`config.mk`:
```
export PLATFORM = sky130hd
export DESIGN_NAME = instruction_fetch_unit
export DESIGN_NICKNAME = d
export VERILOG_FILES = /design/src/rtl/instruction_fetch_unit.sv
export SDC_FILE = /design/constraint.sdc
export NUM_CORES = 1
export LEC_CHECK = 0
export ABC_AREA = 1
export BUFFER_PORTS_ARGS = -buffer_cell sky130_fd_sc_hd__buf_4
export CAP_MARGIN = 10
export CORE_ASPECT_RATIO = 0.6
export CORE_MARGIN = 2
export CORE_UTILIZATION = 55
export DETAILED_ROUTE_END_ITERATION = 10
export HOLD_SLACK_MARGIN = 0.1
export PLACE_DENSITY = 0.88
export SLEW_MARGIN = 20
export SYNTH_ARGS = -nofsm -noshare
export SYNTH_HDL_FRONTEND = slang
export SYNTH_SLANG_ARGS = --single-unit
```
`constraint.sdc`:
```
create_clock -name clk -period 8.3 [get_ports clk]
set_input_delay 1.66 -clock clk [delete_from_list [all_inputs] [get_ports clk]]
set_output_delay 1.66 -clock clk [all_outputs]
set_load 0.005 [all_outputs]
```
`src/rtl/instruction_fetch_unit.sv`:
```
// Instruction fetch unit: PC, combinational imem read port, small fetch FIFO toward decode.
// Optional `IFU_STATIC_PREDICT_EN: backward B-type branches are predicted taken at push time.
module instruction_fetch_unit #(
    parameter logic [31:0] RESET_PC   = 32'h0000_0000,
    parameter int unsigned IMEM_BYTES = 64,
    parameter int unsigned BUF_DEPTH  = 2,
    parameter int unsigned CNT_W      = 32
) (
    input  logic             clk,
    input  logic             reset,
    input  logic             fetch_en,
    output logic [31:0]      read_addr,
    input  logic [31:0]      instruction,
    output logic             if_valid,
    input  logic             if_ready,
    output logic [31:0]      if_instr,
    output logic [31:0]      if_pc,
    input  logic             redirect_valid,
    input  logic [31:0]      redirect_pc,
    input  logic             halt_req,
    output logic             halted,
    output logic             fetch_fault,
    output logic [CNT_W-1:0] fetch_count,
`ifdef IFU_STATIC_PREDICT_EN
    output logic             if_pred_taken,
`endif
    output logic [1:0]       o_dbg_state
);

    localparam int          PTR_W      = $clog2(BUF_DEPTH);
    localparam int          CW         = PTR_W + 1;
    localparam logic [31:0] IMEM_LIMIT = 32'(IMEM_BYTES);

    localparam logic [1:0] S_IDLE  = 2'd0;
    localparam logic [1:0] S_RUN   = 2'd1;
    localparam logic [1:0] S_HALT  = 2'd2;
    localparam logic [1:0] S_FAULT = 2'd3;

    logic [1:0]       r_state;
    logic [31:0]      r_pc;
    logic [PTR_W-1:0] r_wr_ptr;
    logic [PTR_W-1:0] r_rd_ptr;
    logic [CW-1:0]    r_count;
    logic [CNT_W-1:0] r_fetch_count;
    logic [31:0]      r_mem_pc    [BUF_DEPTH];
    logic [31:0]      r_mem_instr [BUF_DEPTH];

    logic [1:0]  w_state_n;
    logic [1:0]  w_mode_n;
    logic        w_valid;
    logic        w_full;
    logic        w_pop;
    logic        w_push;
    logic        w_pc_bad;
    logic        w_redir_bad;
    logic [31:0] w_next_pc;
    logic        w_pred;

    assign w_valid     = (r_count != '0);
    assign w_full      = (r_count == CW'(BUF_DEPTH));
    assign w_pc_bad    = (r_pc[1:0] != 2'b00) || (r_pc >= IMEM_LIMIT);
    assign w_redir_bad = (redirect_pc[1:0] != 2'b00) || (redirect_pc >= IMEM_LIMIT);

    // A flush dominates a same-cycle pop, so the pop is suppressed during redirect.
    assign w_pop  = w_valid && if_ready && !redirect_valid;
    assign w_push = (r_state == S_RUN) && !redirect_valid && !w_pc_bad && (!w_full || w_pop);

`ifdef IFU_STATIC_PREDICT_EN
    logic [31:0] w_b_imm;
    logic        r_mem_pred [BUF_DEPTH];
    assign w_b_imm   = {{19{instruction[31]}}, instruction[31], instruction[7],
                        instruction[30:25], instruction[11:8], 1'b0};
    assign w_pred    = (instruction[6:0] == 7'b1100011) && instruction[31];
    assign w_next_pc = w_pred ? (r_pc + w_b_imm) : (r_pc + 32'd4);
    assign if_pred_taken = w_valid && r_mem_pred[r_rd_ptr];
`else
    assign w_pred    = 1'b0;
    assign w_next_pc = r_pc + 32'd4;
`endif

    // Halt dominates fetch_en identically from IDLE, RUN and HALT.
    assign w_mode_n = halt_req ? S_HALT : (fetch_en ? S_RUN : S_IDLE);

    always_comb begin
        w_state_n = r_state;
        if (redirect_valid) begin
            if (r_state == S_FAULT) begin
                if (!w_redir_bad) w_state_n = fetch_en ? S_RUN : S_IDLE;
            end else begin
                w_state_n = w_mode_n;
            end
        end else if (w_pc_bad || (r_state == S_FAULT)) begin
            w_state_n = S_FAULT;
        end else begin
            w_state_n = w_mode_n;
        end
    end

    always_ff @(posedge clk or negedge reset) begin
        if (!reset) begin
            r_state       <= S_IDLE;
            r_pc          <= RESET_PC;
            r_wr_ptr      <= '0;
            r_rd_ptr      <= '0;
            r_count       <= '0;
            r_fetch_count <= '0;
        end else begin
            r_state <= w_state_n;
            if (redirect_valid) begin
                r_pc     <= redirect_pc;
                r_wr_ptr <= '0;
                r_rd_ptr <= '0;
                r_count  <= '0;
            end else begin
                if (w_push) begin
                    r_pc          <= w_next_pc;
                    r_wr_ptr      <= r_wr_ptr + PTR_W'(1);
                    r_fetch_count <= r_fetch_count + CNT_W'(1);
                end
                if (w_pop) r_rd_ptr <= r_rd_ptr + PTR_W'(1);
                case ({w_push, w_pop})
                    2'b10:   r_count <= r_count + CW'(1);
                    2'b01:   r_count <= r_count - CW'(1);
                    default: r_count <= r_count;
                endcase
            end
        end
    end

    // Storage is not reset; outputs are masked by the occupancy count instead.
    always_ff @(posedge clk) begin
        if (w_push) begin
            r_mem_pc[r_wr_ptr]    <= r_pc;
            r_mem_instr[r_wr_ptr] <= instruction;
`ifdef IFU_STATIC_PREDICT_EN
            r_mem_pred[r_wr_ptr]  <= w_pred;
`endif
        end
    end

    assign read_addr   = r_pc;
    assign if_valid    = w_valid;
    assign if_pc       = w_valid ? r_mem_pc[r_rd_ptr] : 32'd0;
    assign if_instr    = w_valid ? r_mem_instr[r_rd_ptr] : 32'd0;
    assign halted      = (r_state == S_HALT) && !w_valid;
    assign fetch_fault = (r_state == S_FAULT);
    assign fetch_count = r_fetch_count;
    assign o_dbg_state = r_state;

    logic w_unused;
    assign w_unused = w_pred;

endmodule
```
==> impl_metrics.toml <==
[cells_and_area]
drive_gt1_share_pct = 23.5
final_area_mm2 = 0.0108
area_growth_pct = 26.7
diodes = 0
fillers = 1112
nets = 1116

[global_routing]
grt_pass1_wl_um = 32800
grt.overflow.total = 0
grt_max_degree = 71
grt_usage_pct = 26.3
grt_antenna_before_repair = 0
grt_pass1_vias = 6322

[pwr]
peakVddDrop_mv = 0.147
p_per_area_mw_per_mm2 = 186
leakagePower_uw = 0.00467

[clock_tree]
clock-root-buffer = "clkbuf_16"
post-cts-setup-buffers = 0
cts_max_level = 4
clk_latency_ps = 430
cts_buffers = 17
clk_pin_slew_ps = 80
clkSinkCount = 198
cts_tree = "done"
hold_buffers = 0
cts_resized = 0
clock_path_buffers = 2

[floorplanning]
rows = 35
core-area_mm2 = 0.0152
die_width_um = 164
die_h_um = 100
die_area_mm2 = 0.0165
initial_utilization_pct = 55.8
ios = 203

[setup_path]
ff2ff_path_depth = 8
r2r-start = "read_addr[6]"
crit_top_cell = "buf_4"
crit_chain = "buf_4 -> inv_2 -> nand2_1 -> nand3_2 -> nand3_4 -> nor2_4 -> buf_4"
crit-reg2reg-capture = "r_mem_pc[1][27]"
path_buf_inv = 3
cp.arrival_ps = 4470
critPathLaunchType = "input port"
path_delay_family = "simple AND/OR/NAND/NOR gates"
crit_fanout = 46
cp-end-kind = "flop"
slowest_stage = "nor2_4"
path_class = "input port to flop"
slowest_delay_ps = 630
required_ps = 8360
rrSetupSlack_ps = 5070
crit_path_start = "redirect_valid"

[worst_hold_path]
hp-start = "fetch_count[11]"
hold_end = "fetch_count[11]"
hp-class = "flop to flop"
hold_depth = 1

[synthesis]
synth_fa_ha_area_share_pct = 0.442
synth-xor-area-share_pct = 3.30
synth_nets = 926
syn_inst = 853
yosys.area_share.simple_pct = 21.4
synth-compound-area-share_pct = 5.43
syn-mean-instance-area_um2 = 9.96
ys_warn_count = 0
synth_area_mm2 = 0.00850
yosysSeqAreaShare_pct = 65.8
synth_seq_cells = 198
synth_top_family_by_area = "simple AND/OR/NAND/NOR gates"
yosys-mux-area-fraction_pct = 0
synth.distinct_cells = 26

[drt]
vias = 6750
wl_per_cell_um = 17.1
drtIter0Drc = 598
drt_first_pass_iters = 5
ant_nets = 0
routed_wl_um = 21600
vias_per_cell = 5.36
drc = 0

[timing]
setup_tns_ps = 0
min_period_over_period_pct = 53.0
rsz0062_at_grt = "no"
fin_crit_ps = 4400
finalSetupViolations = 0
skew_ps = 14.5
hold_viol_final = 0
fmax_mhz = 227
relSlewSlack_pct = 35.2
final_max_slew_viol_count = 0
whs_ps = 531
worst_pin_slew_ps = 971

[status]
status = "complete, no violations"

[flow_run]
cap_violations = 0

[placed_design]
io_buffers = 202
place_area_mm2 = 0.0102
dp.final_hpwl_um = 14800
gp_congestion = 0.900
==> cell families (layout without fill, tap and decap cells) <==
| family | after synthesis | in the layout |
|---|---|---|
| and+or+nand+nor | 453 | 453 |
| DFF | 198 | 198 |
| AOI/OAI and AO/OA | 90 | 90 |
| buffers and inverters | 77 | 280 |
| xor gates and xnor gates | 32 | 32 |
| adders and majority gates | 3 | 3 |
==> power breakdown <==
group / total (uW) / internal (uW) / switching [uW]
Clock: 805 / 406 / 399
Sequential: 1090 / 1070 / 23.8
Combinational: 101 / 52.0 / 48.5
==> synthesized netlist by cell type <==
cell	number	area, um2
dfrtp_1	70	1750
buf_6	1	11.3
nand3_2	1	10.0
o211ai_1	4	30.0
nor4_1	3	18.8
xnor2_1	6	52.6
o21ai_1	13	65.1
inv_1	40	150
inv_2	2	7.51
edfxtp_1	128	3840
nand2_1	291	1090
a21oi_1	66	330
nor3_1	21	105
nand3_1	28	140
nor2_2	2	12.5
ha_1	3	37.5
o21ai_0	6	30.0
xor2_1	26	228
nor2_1	98	368
buf_2	7	35.0
buf_1	6	22.5
nand4_1	7	43.8
clkbuf_1	21	78.8
nor2_4	1	11.3
nand3_4	1	17.5
o22ai_1	1	6.26
==> worst max-delay path by stage <==
stage | to | slack (ps) | cells after the start
detailed placement | r_mem_pc[1][28] | 3460 | 7
finish | r_mem_pc[1][27] | 3900 | 7
global placement | r_mem_instr[1][0] | 3570 | 7
CTS | r_mem_pc[1][19] | 3910 | 7
floorplan | r_mem_instr[0][0] | 2740 | 5
global route | r_mem_instr[1][6] | 3650 | 7
==> per-stage QoR <==
step | power [uW] | std cells | worst slack (ps) | util (%)
floorplan | 1140 | 853 | 2740 | -
global placement | 1210 | 1227 | 3570 | 66.8
detailed placement | 1220 | 1227 | 3460 | 66.8
CTS | 2010 | 1259 | 3910 | 70.7
global route | 2060 | 1259 | 3650 | 70.7
finish | 2000 | 1259 | 3900 | 70.7
==> layer usage <==
layer / GRT usage (%) / share of wire, % / vias up
met3: 5.33 / 9.2 / 23
met4: 6.76 / 1.1 / 0
met5: 0 / 0 / -
li1: - / - / 3205
met1: 37.8 / 44 / 3230
met2: 41.6 / 46 / 292
==> final cells by class <==
cell class                 count  area [um2]  area share (%)
sequential                   198        5600            52.0
inverter                      42         159            1.48
clock inverter                14         165            1.53
clock buffer                  18         429            3.99
multi-input combinational    578        2620            24.3
tap                          203         254            2.36
timing repair buffer         206        1550            14.4
==> cells in the final DEF (no fill, tap or decap), types with 21 or more instances in the layout <==
cell        n
dfrtp_1    69
inv_1      39
xor2_1     26
nor2_1     96
buf_4     206
a21oi_1    66
nor3_1     21
nand2_1   291
edfxtp_1  128
nand3_1    28
==> state kept, by name (all words and copies together) (netlist names) <==
name,flops
fetch_count,32
o_dbg_state,2
r_count,2
r_mem_instr,64
r_mem_pc,64
r_rd_ptr,1
r_wr_ptr,1
read_addr,32
Note: power is estimated with default switching activity, not from simulation.
